==> src/rtl/imm_gen_stage.sv <==
// imm_gen_stage: classifies a raw instruction and forms its immediate, format code and illegal flag (IMM_GEN_SKID_EN selects the skid buffer).
// Latency: 1 cycle from input transfer to the out_* ports.
// Backpressure: with IMM_GEN_SKID_EN, one skid entry and a registered in_ready_o; otherwise in_ready_o = !out_valid_o || out_ready_i.
module imm_gen_stage #(
   parameter int XLEN  = 32,
   parameter int TAG_W = 8
) (
   input  logic             clk_i,
   input  logic             rst_i,
   input  logic             in_valid_i,
   output logic             in_ready_o,
   input  logic [31:0]      in_instr_i,
   input  logic [TAG_W-1:0] in_tag_i,
   output logic             out_valid_o,
   input  logic             out_ready_i,
   output logic [XLEN-1:0]  out_imm_o,
   output logic [2:0]       out_type_o,
   output logic             out_illegal_o,
   output logic [TAG_W-1:0] out_tag_o
);

   localparam logic [2:0] T_NONE = 3'd0;
   localparam logic [2:0] T_I    = 3'd1;
   localparam logic [2:0] T_S    = 3'd2;
   localparam logic [2:0] T_B    = 3'd3;
   localparam logic [2:0] T_U    = 3'd4;
   localparam logic [2:0] T_J    = 3'd5;
   localparam logic [2:0] T_Z    = 3'd6;

   typedef struct packed {
      logic [XLEN-1:0]  imm;
      logic [2:0]       typ;
      logic             illegal;
      logic [TAG_W-1:0] tag;
   } res_t;

   logic [6:0]  opcode;
   logic [2:0]  dec_typ;
   logic        dec_illegal;
   logic [31:0] imm32;
   res_t        dec;
   res_t        main_q;
   logic        main_vld_q;
   logic        in_fire;
   logic        out_fire;

   assign opcode = in_instr_i[6:0];

   // Format classification straight from the opcode; RV64-only opcodes are illegal on a 32-bit datapath.
   always_comb begin
      dec_typ     = T_NONE;
      dec_illegal = 1'b0;
      case (opcode)
         7'b0110111, 7'b0010111:                       dec_typ = T_U;
         7'b1101111:                                   dec_typ = T_J;
         7'b1100111, 7'b0000011, 7'b0010011, 7'b0001111: dec_typ = T_I;
         7'b0100011:                                   dec_typ = T_S;
         7'b1100011:                                   dec_typ = T_B;
         7'b1110011:                                   dec_typ = in_instr_i[14] ? T_Z : T_I;
         7'b0110011:                                   dec_typ = T_NONE;
         7'b0011011: begin
            if (XLEN == 64) dec_typ = T_I;
            else            dec_illegal = 1'b1;
         end
         7'b0111011: begin
            if (XLEN != 64) dec_illegal = 1'b1;
         end
         default:                                      dec_illegal = 1'b1;
      endcase
   end

   // 32-bit immediate per format; Z keeps bit 31 clear so the later sign extension zero-extends it.
   always_comb begin
      imm32 = 32'd0;
      case (dec_typ)
         T_I:     imm32 = {{20{in_instr_i[31]}}, in_instr_i[31:20]};
         T_S:     imm32 = {{20{in_instr_i[31]}}, in_instr_i[31:25], in_instr_i[11:7]};
         T_B:     imm32 = {{19{in_instr_i[31]}}, in_instr_i[31], in_instr_i[7],
                           in_instr_i[30:25], in_instr_i[11:8], 1'b0};
         T_U:     imm32 = {in_instr_i[31:12], 12'd0};
         T_J:     imm32 = {{11{in_instr_i[31]}}, in_instr_i[31], in_instr_i[19:12],
                           in_instr_i[20], in_instr_i[30:21], 1'b0};
         T_Z:     imm32 = {27'd0, in_instr_i[19:15]};
         default: imm32 = 32'd0;
      endcase
   end

   // Pack the decoded result; illegal opcodes leave type NONE and a zero immediate.
   always_comb begin
      dec         = '0;
      dec.imm     = XLEN'($signed(imm32));
      dec.typ     = dec_typ;
      dec.illegal = dec_illegal;
      dec.tag     = in_tag_i;
   end

   assign in_fire  = in_valid_i && in_ready_o;
   assign out_fire = main_vld_q && out_ready_i;

`ifdef IMM_GEN_SKID_EN
   res_t skid_q;
   logic skid_vld_q;
   logic rdy_q;

   assign in_ready_o = rdy_q;

   // Main plus skid entry; the skid drains into main before any new input is taken.
   always_ff @(posedge clk_i or posedge rst_i) begin
      if (rst_i) begin
         main_q     <= '0;
         main_vld_q <= 1'b0;
         skid_q     <= '0;
         skid_vld_q <= 1'b0;
         rdy_q      <= 1'b0;
      end else begin
         if (skid_vld_q) begin
            if (out_fire) begin
               main_q     <= skid_q;
               skid_vld_q <= 1'b0;
            end
         end else if (in_fire) begin
            if (!main_vld_q || out_fire) begin
               main_q     <= dec;
               main_vld_q <= 1'b1;
            end else begin
               skid_q     <= dec;
               skid_vld_q <= 1'b1;
            end
         end else if (out_fire) begin
            main_vld_q <= 1'b0;
         end
         // Ready tracks the next-cycle skid occupancy, so it never depends on out_ready_i combinationally.
         rdy_q <= skid_vld_q ? out_fire : !(in_fire && main_vld_q && !out_fire);
      end
   end
`else
   logic alive_q;

   // Holds ready low during reset and releases it on the first edge afterwards.
   always_ff @(posedge clk_i or posedge rst_i) begin
      if (rst_i) alive_q <= 1'b0;
      else       alive_q <= 1'b1;
   end

   assign in_ready_o = alive_q && (!main_vld_q || out_ready_i);

   // Single output register: load on accept (also when draining the same edge), clear on a lone drain.
   always_ff @(posedge clk_i or posedge rst_i) begin
      if (rst_i) begin
         main_q     <= '0;
         main_vld_q <= 1'b0;
      end else if (in_fire) begin
         main_q     <= dec;
         main_vld_q <= 1'b1;
      end else if (out_fire) begin
         main_vld_q <= 1'b0;
      end
   end
`endif

   assign out_valid_o   = main_vld_q;
   assign out_imm_o     = main_q.imm;
   assign out_type_o    = main_q.typ;
   assign out_illegal_o = main_q.illegal;
   assign out_tag_o     = main_q.tag;

endmodule

==> config.mk <==
export PLATFORM = sky130hd
export DESIGN_NAME = imm_gen_stage
export DESIGN_NICKNAME = d
export VERILOG_FILES = /design/src/rtl/imm_gen_stage.sv
export SDC_FILE = /design/constraint.sdc
export NUM_CORES = 1
export LEC_CHECK = 0
export BUFFER_PORTS_ARGS = -buffer_cell sky130_fd_sc_hd__buf_2
export CAP_MARGIN = 10
export CELL_PAD_IN_SITES_DETAIL_PLACEMENT = 2
export CELL_PAD_IN_SITES_GLOBAL_PLACEMENT = 2
export CORE_ASPECT_RATIO = 0.6
export CORE_MARGIN = 3
export CORE_UTILIZATION = 30
export DETAILED_ROUTE_END_ITERATION = 6
export GPL_TIMING_DRIVEN = 0
export PLACE_DENSITY = 0.91
export SLEW_MARGIN = 20
export SYNTH_ARGS = -nofsm -noshare
export SYNTH_HDL_FRONTEND = slang
export SYNTH_SLANG_ARGS = --single-unit
==> constraint.sdc <==
create_clock -name clk_i -period 5 [get_ports clk_i]
set_clock_uncertainty 0.1 [all_clocks]
set_input_delay 0.25 -clock clk_i [delete_from_list [all_inputs] [get_ports clk_i]]
set_output_delay 0.25 -clock clk_i [all_outputs]
set_load 0.01 [all_outputs]
==> flow_summary.yaml <==
logic_synthesis:
  syn_inst: 248
  yosysUniqueCellTypes: 39
  async_reset_ff_frac: 1.000
  ys_ff_latch: 46
  syn_nets: 292
  yosys_warnings: 0
  synth_area_per_cell_um2: 9.303
  synth_flop_cell: "dfrtp_1"
  syn-cell-area_um2: 2307
  yosysSeqAreaShare: 0.4989
  synth_edf_count: 0
sta:
  fin_ws_ns: 2.605
  fin_crit_ns: 2.395
  finalHoldViolCount: 0
  final_max_slew_viol_count: 0
  rsz0062_at_grt: "false"
  timing.final.crit_share: 0.4791
  final.setup.tns_ns: 0
  worstMarginPinSlew_ns: 0.8611
  setup_viol: 0
  slew_headroom: 0.4215
  max_freq_ghz: 0.4175
critical_path:
  max_stage_delay_ns: 0.70
  end_kind: "register"
  arrival_ns: 2.52
  criticalPathCategory: "register to register"
  timing.rr.start: "out_valid_o$_DFFE_PP0P_"
  start_kind: "register"
  crit_fanout: 8
  crit_chain: "or2b_2 > nand3_2 > a2111o_1 > nor3_1 > a22o_1"
  crit_slowest_cell: "nor3_1"
  startpoint: "out_valid_o$_DFFE_PP0P_"
  worstPathRequired_ns: 5.12
detailed_routing:
  wl_per_cell_um: 18.93
  routed_wl_um: 8539
  vias: 2257
  drt-pass1-iter-count: 4
  drc_errors: 0
  routed_via_density: 5.004
  drtIter0Drc: 84
  drt.antenna.violating_nets: 0
layout:
  syn_to_final_growth_pct: 33.62
  final_cell_mix: "89 x buf_2, 65 x nand2_1, 46 x dfrtp_1"
  fin_nets: 390
  fillers: 840
  multi_input_area_um2: 998.5
  num_antenna_cells: 0
  regArea_um2: 1151
  post-route-util: 0.4190
  design_area_um2: 3083
  final_common_cell: "buf_2"
  drive_above_1_share: 0.3602
clock_tree:
  cts_buffers: 5
  htree_levels: 2
  clock_latency_ns: 0.29
  cts_sinks: 46
  ctsLongestPathBuffers: 2
  path_clk_slew_ns: 0.07
  cts_tree: "done"
  cts-root-buf: "clkbuf_16"
  cts_resized: 0
outcome:
  outcome: "finished clean"
floorplanning:
  die_w_um: 119.2
  die_h_um: 73.93
  rows: 24
  design.portCount: 90
  die-area_um2: 8814
  initial_core_util: 0.3136
  core_area_um2: 7357
power_and_ir_drop:
  powerDensity_nw_per_um2: 297.4
  leakagePower_nw: 1.585
  irDropWorstVdd_mv: 0.1658
place:
  gp_congestion: 0.8228
  placed_area_um2: 2903
  place_ws_ns: 2.587
  dp_hpwl_um: 6618
  io_buffer_count: 89
global_route:
  antenna_found_initial: 1
  grt_pass1_vias: 2462
  grt_max_degree: 26
  grt_pass1_wl_um: 13740
  grt_usage: 0.2001
  grt_overflow: 0
flow_run:
  cap_violations: 0
hold_path:
  min-delay-start: "in_tag_i[7]"
  hold_path_class: "input pin to register"
-- routing by layer --
layer | share of wire | wire [µm] | GRT usage | vias to the layer above
li1 | - | - | - | 1061
met1 | 0.47 | 3972 | 0.2633 | 1110
met2 | 0.45 | 3873 | 0.3333 | 75
met3 | 0.074 | 636 | 0.06687 | 9
met4 | 0.0056 | 48 | 0.03081 | 2
met5 | 0.00082 | 7 | 0 | -
-- state kept, by name, indices dropped and copies added (netlist names) --
signal / cells
out_valid_o: 1
out_imm_o: 32
alive_q: 1
out_tag_o: 8
out_type_o: 3
out_illegal_o: 1
-- kinds of logic (layout without fill, tap and decap cells) --
family | count (synthesis) | in the layout | synth area share
compound gates | 51 | 51 | 0.1730
buf+inv | 25 | 124 | 0.06833
flops | 46 | 46 | 0.4989
other cells | 1 | 1 | 0.001625
simple gates | 125 | 125 | 0.2581
-- cells in the mapped netlist (2+ instances only) --
| cell | instances | share of area |
|---|---|---|
| a21oi_1 | 9 | 0.020 |
| or4_4 | 2 | 0.0098 |
| nor2b_1 | 2 | 0.0054 |
| nand2b_1 | 2 | 0.0054 |
| a22o_1 | 8 | 0.030 |
| a32oi_1 | 6 | 0.023 |
| dfrtp_1 | 46 | 0.50 |
| buf_6 | 4 | 0.020 |
| clkbuf_1 | 7 | 0.011 |
| clkbuf_8 | 3 | 0.018 |
| and2_1 | 2 | 0.0054 |
| nand3_1 | 24 | 0.052 |
| nand2_1 | 65 | 0.11 |
| o21ai_0 | 9 | 0.020 |
| nor3_1 | 3 | 0.0065 |
| nor2_1 | 10 | 0.016 |
| a31oi_1 | 3 | 0.0081 |
| o211ai_2 | 8 | 0.043 |
| inv_1 | 9 | 0.015 |
| nand4_1 | 7 | 0.019 |
-- power by group --
part	switching (mW)	leakage (nW)	internal [mW]
Sequential	0.0111	0.611	0.392
Combinational	0.0835	0.897	0.0511
Clock	0.144	0.0760	0.236
Total	0.238	1.58	0.679
-- final cells by class --
| cell class | count | share of cell area |
|---|---|---|
| inverters | 9 | 0.01096 |
| flip-flops and latches | 46 | 0.3734 |
| well taps | 104 | 0.04221 |
| clock buffers | 5 | 0.04058 |
| plain buffers | 16 | 0.04018 |
| multi-input cells | 177 | 0.3239 |
| repair buffers | 91 | 0.1542 |
| clock inverters | 3 | 0.01461 |
-- worst max-delay path: cells and delay by family (launching register included) --
family           cells  cell delay [ns]
AO/OA/AOI/OAI        2             0.72
flip-flops           1             0.37
AND/OR/NAND/NOR      3             1.13
-- stage by stage --
| stage | power, mW | hold WS [ns] | std cells |
|---|---|---|---|
| global placement | 0.5355 | 0.3400 | 441 |
| CTS | 0.9316 | 0.04942 | 451 |
| detailed placement | 0.5445 | 0.2109 | 442 |
| finish | 0.9168 | 0.05181 | 451 |
| floorplan | 0.4743 | 0.2554 | 248 |
| global route | 0.9688 | 0.05077 | 451 |
-- final timing paths --
| check | endpoint | slack, ns | depth (start not counted) |
|---|---|---|---|
| max | out_imm_o[7]$_DFFE_PP0P_ | 2.60 | 5 |
| min | out_tag_o[7]$_DFFE_PP0P_ | 0.05 | 3 |
| max reg2reg | out_imm_o[7]$_DFFE_PP0P_ | 2.60 | 5 |
| min reg2reg | out_tag_o[3]$_DFFE_PP0P_ | 0.37 | 2 |
| max in group asynchronous | out_imm_o[1]$_DFFE_PP0P_ | 3.85 | 4 |
| min in group asynchronous | out_imm_o[8]$_DFFE_PP0P_ | 0.43 | 3 |
-- timing repair --
action | in CTS | in global routing
hold buffers | 1 | 0
buffers inserted | 0 | 0
endpoints found under the hold margin | 21 | 0
(Power assumes the default switching activity.)
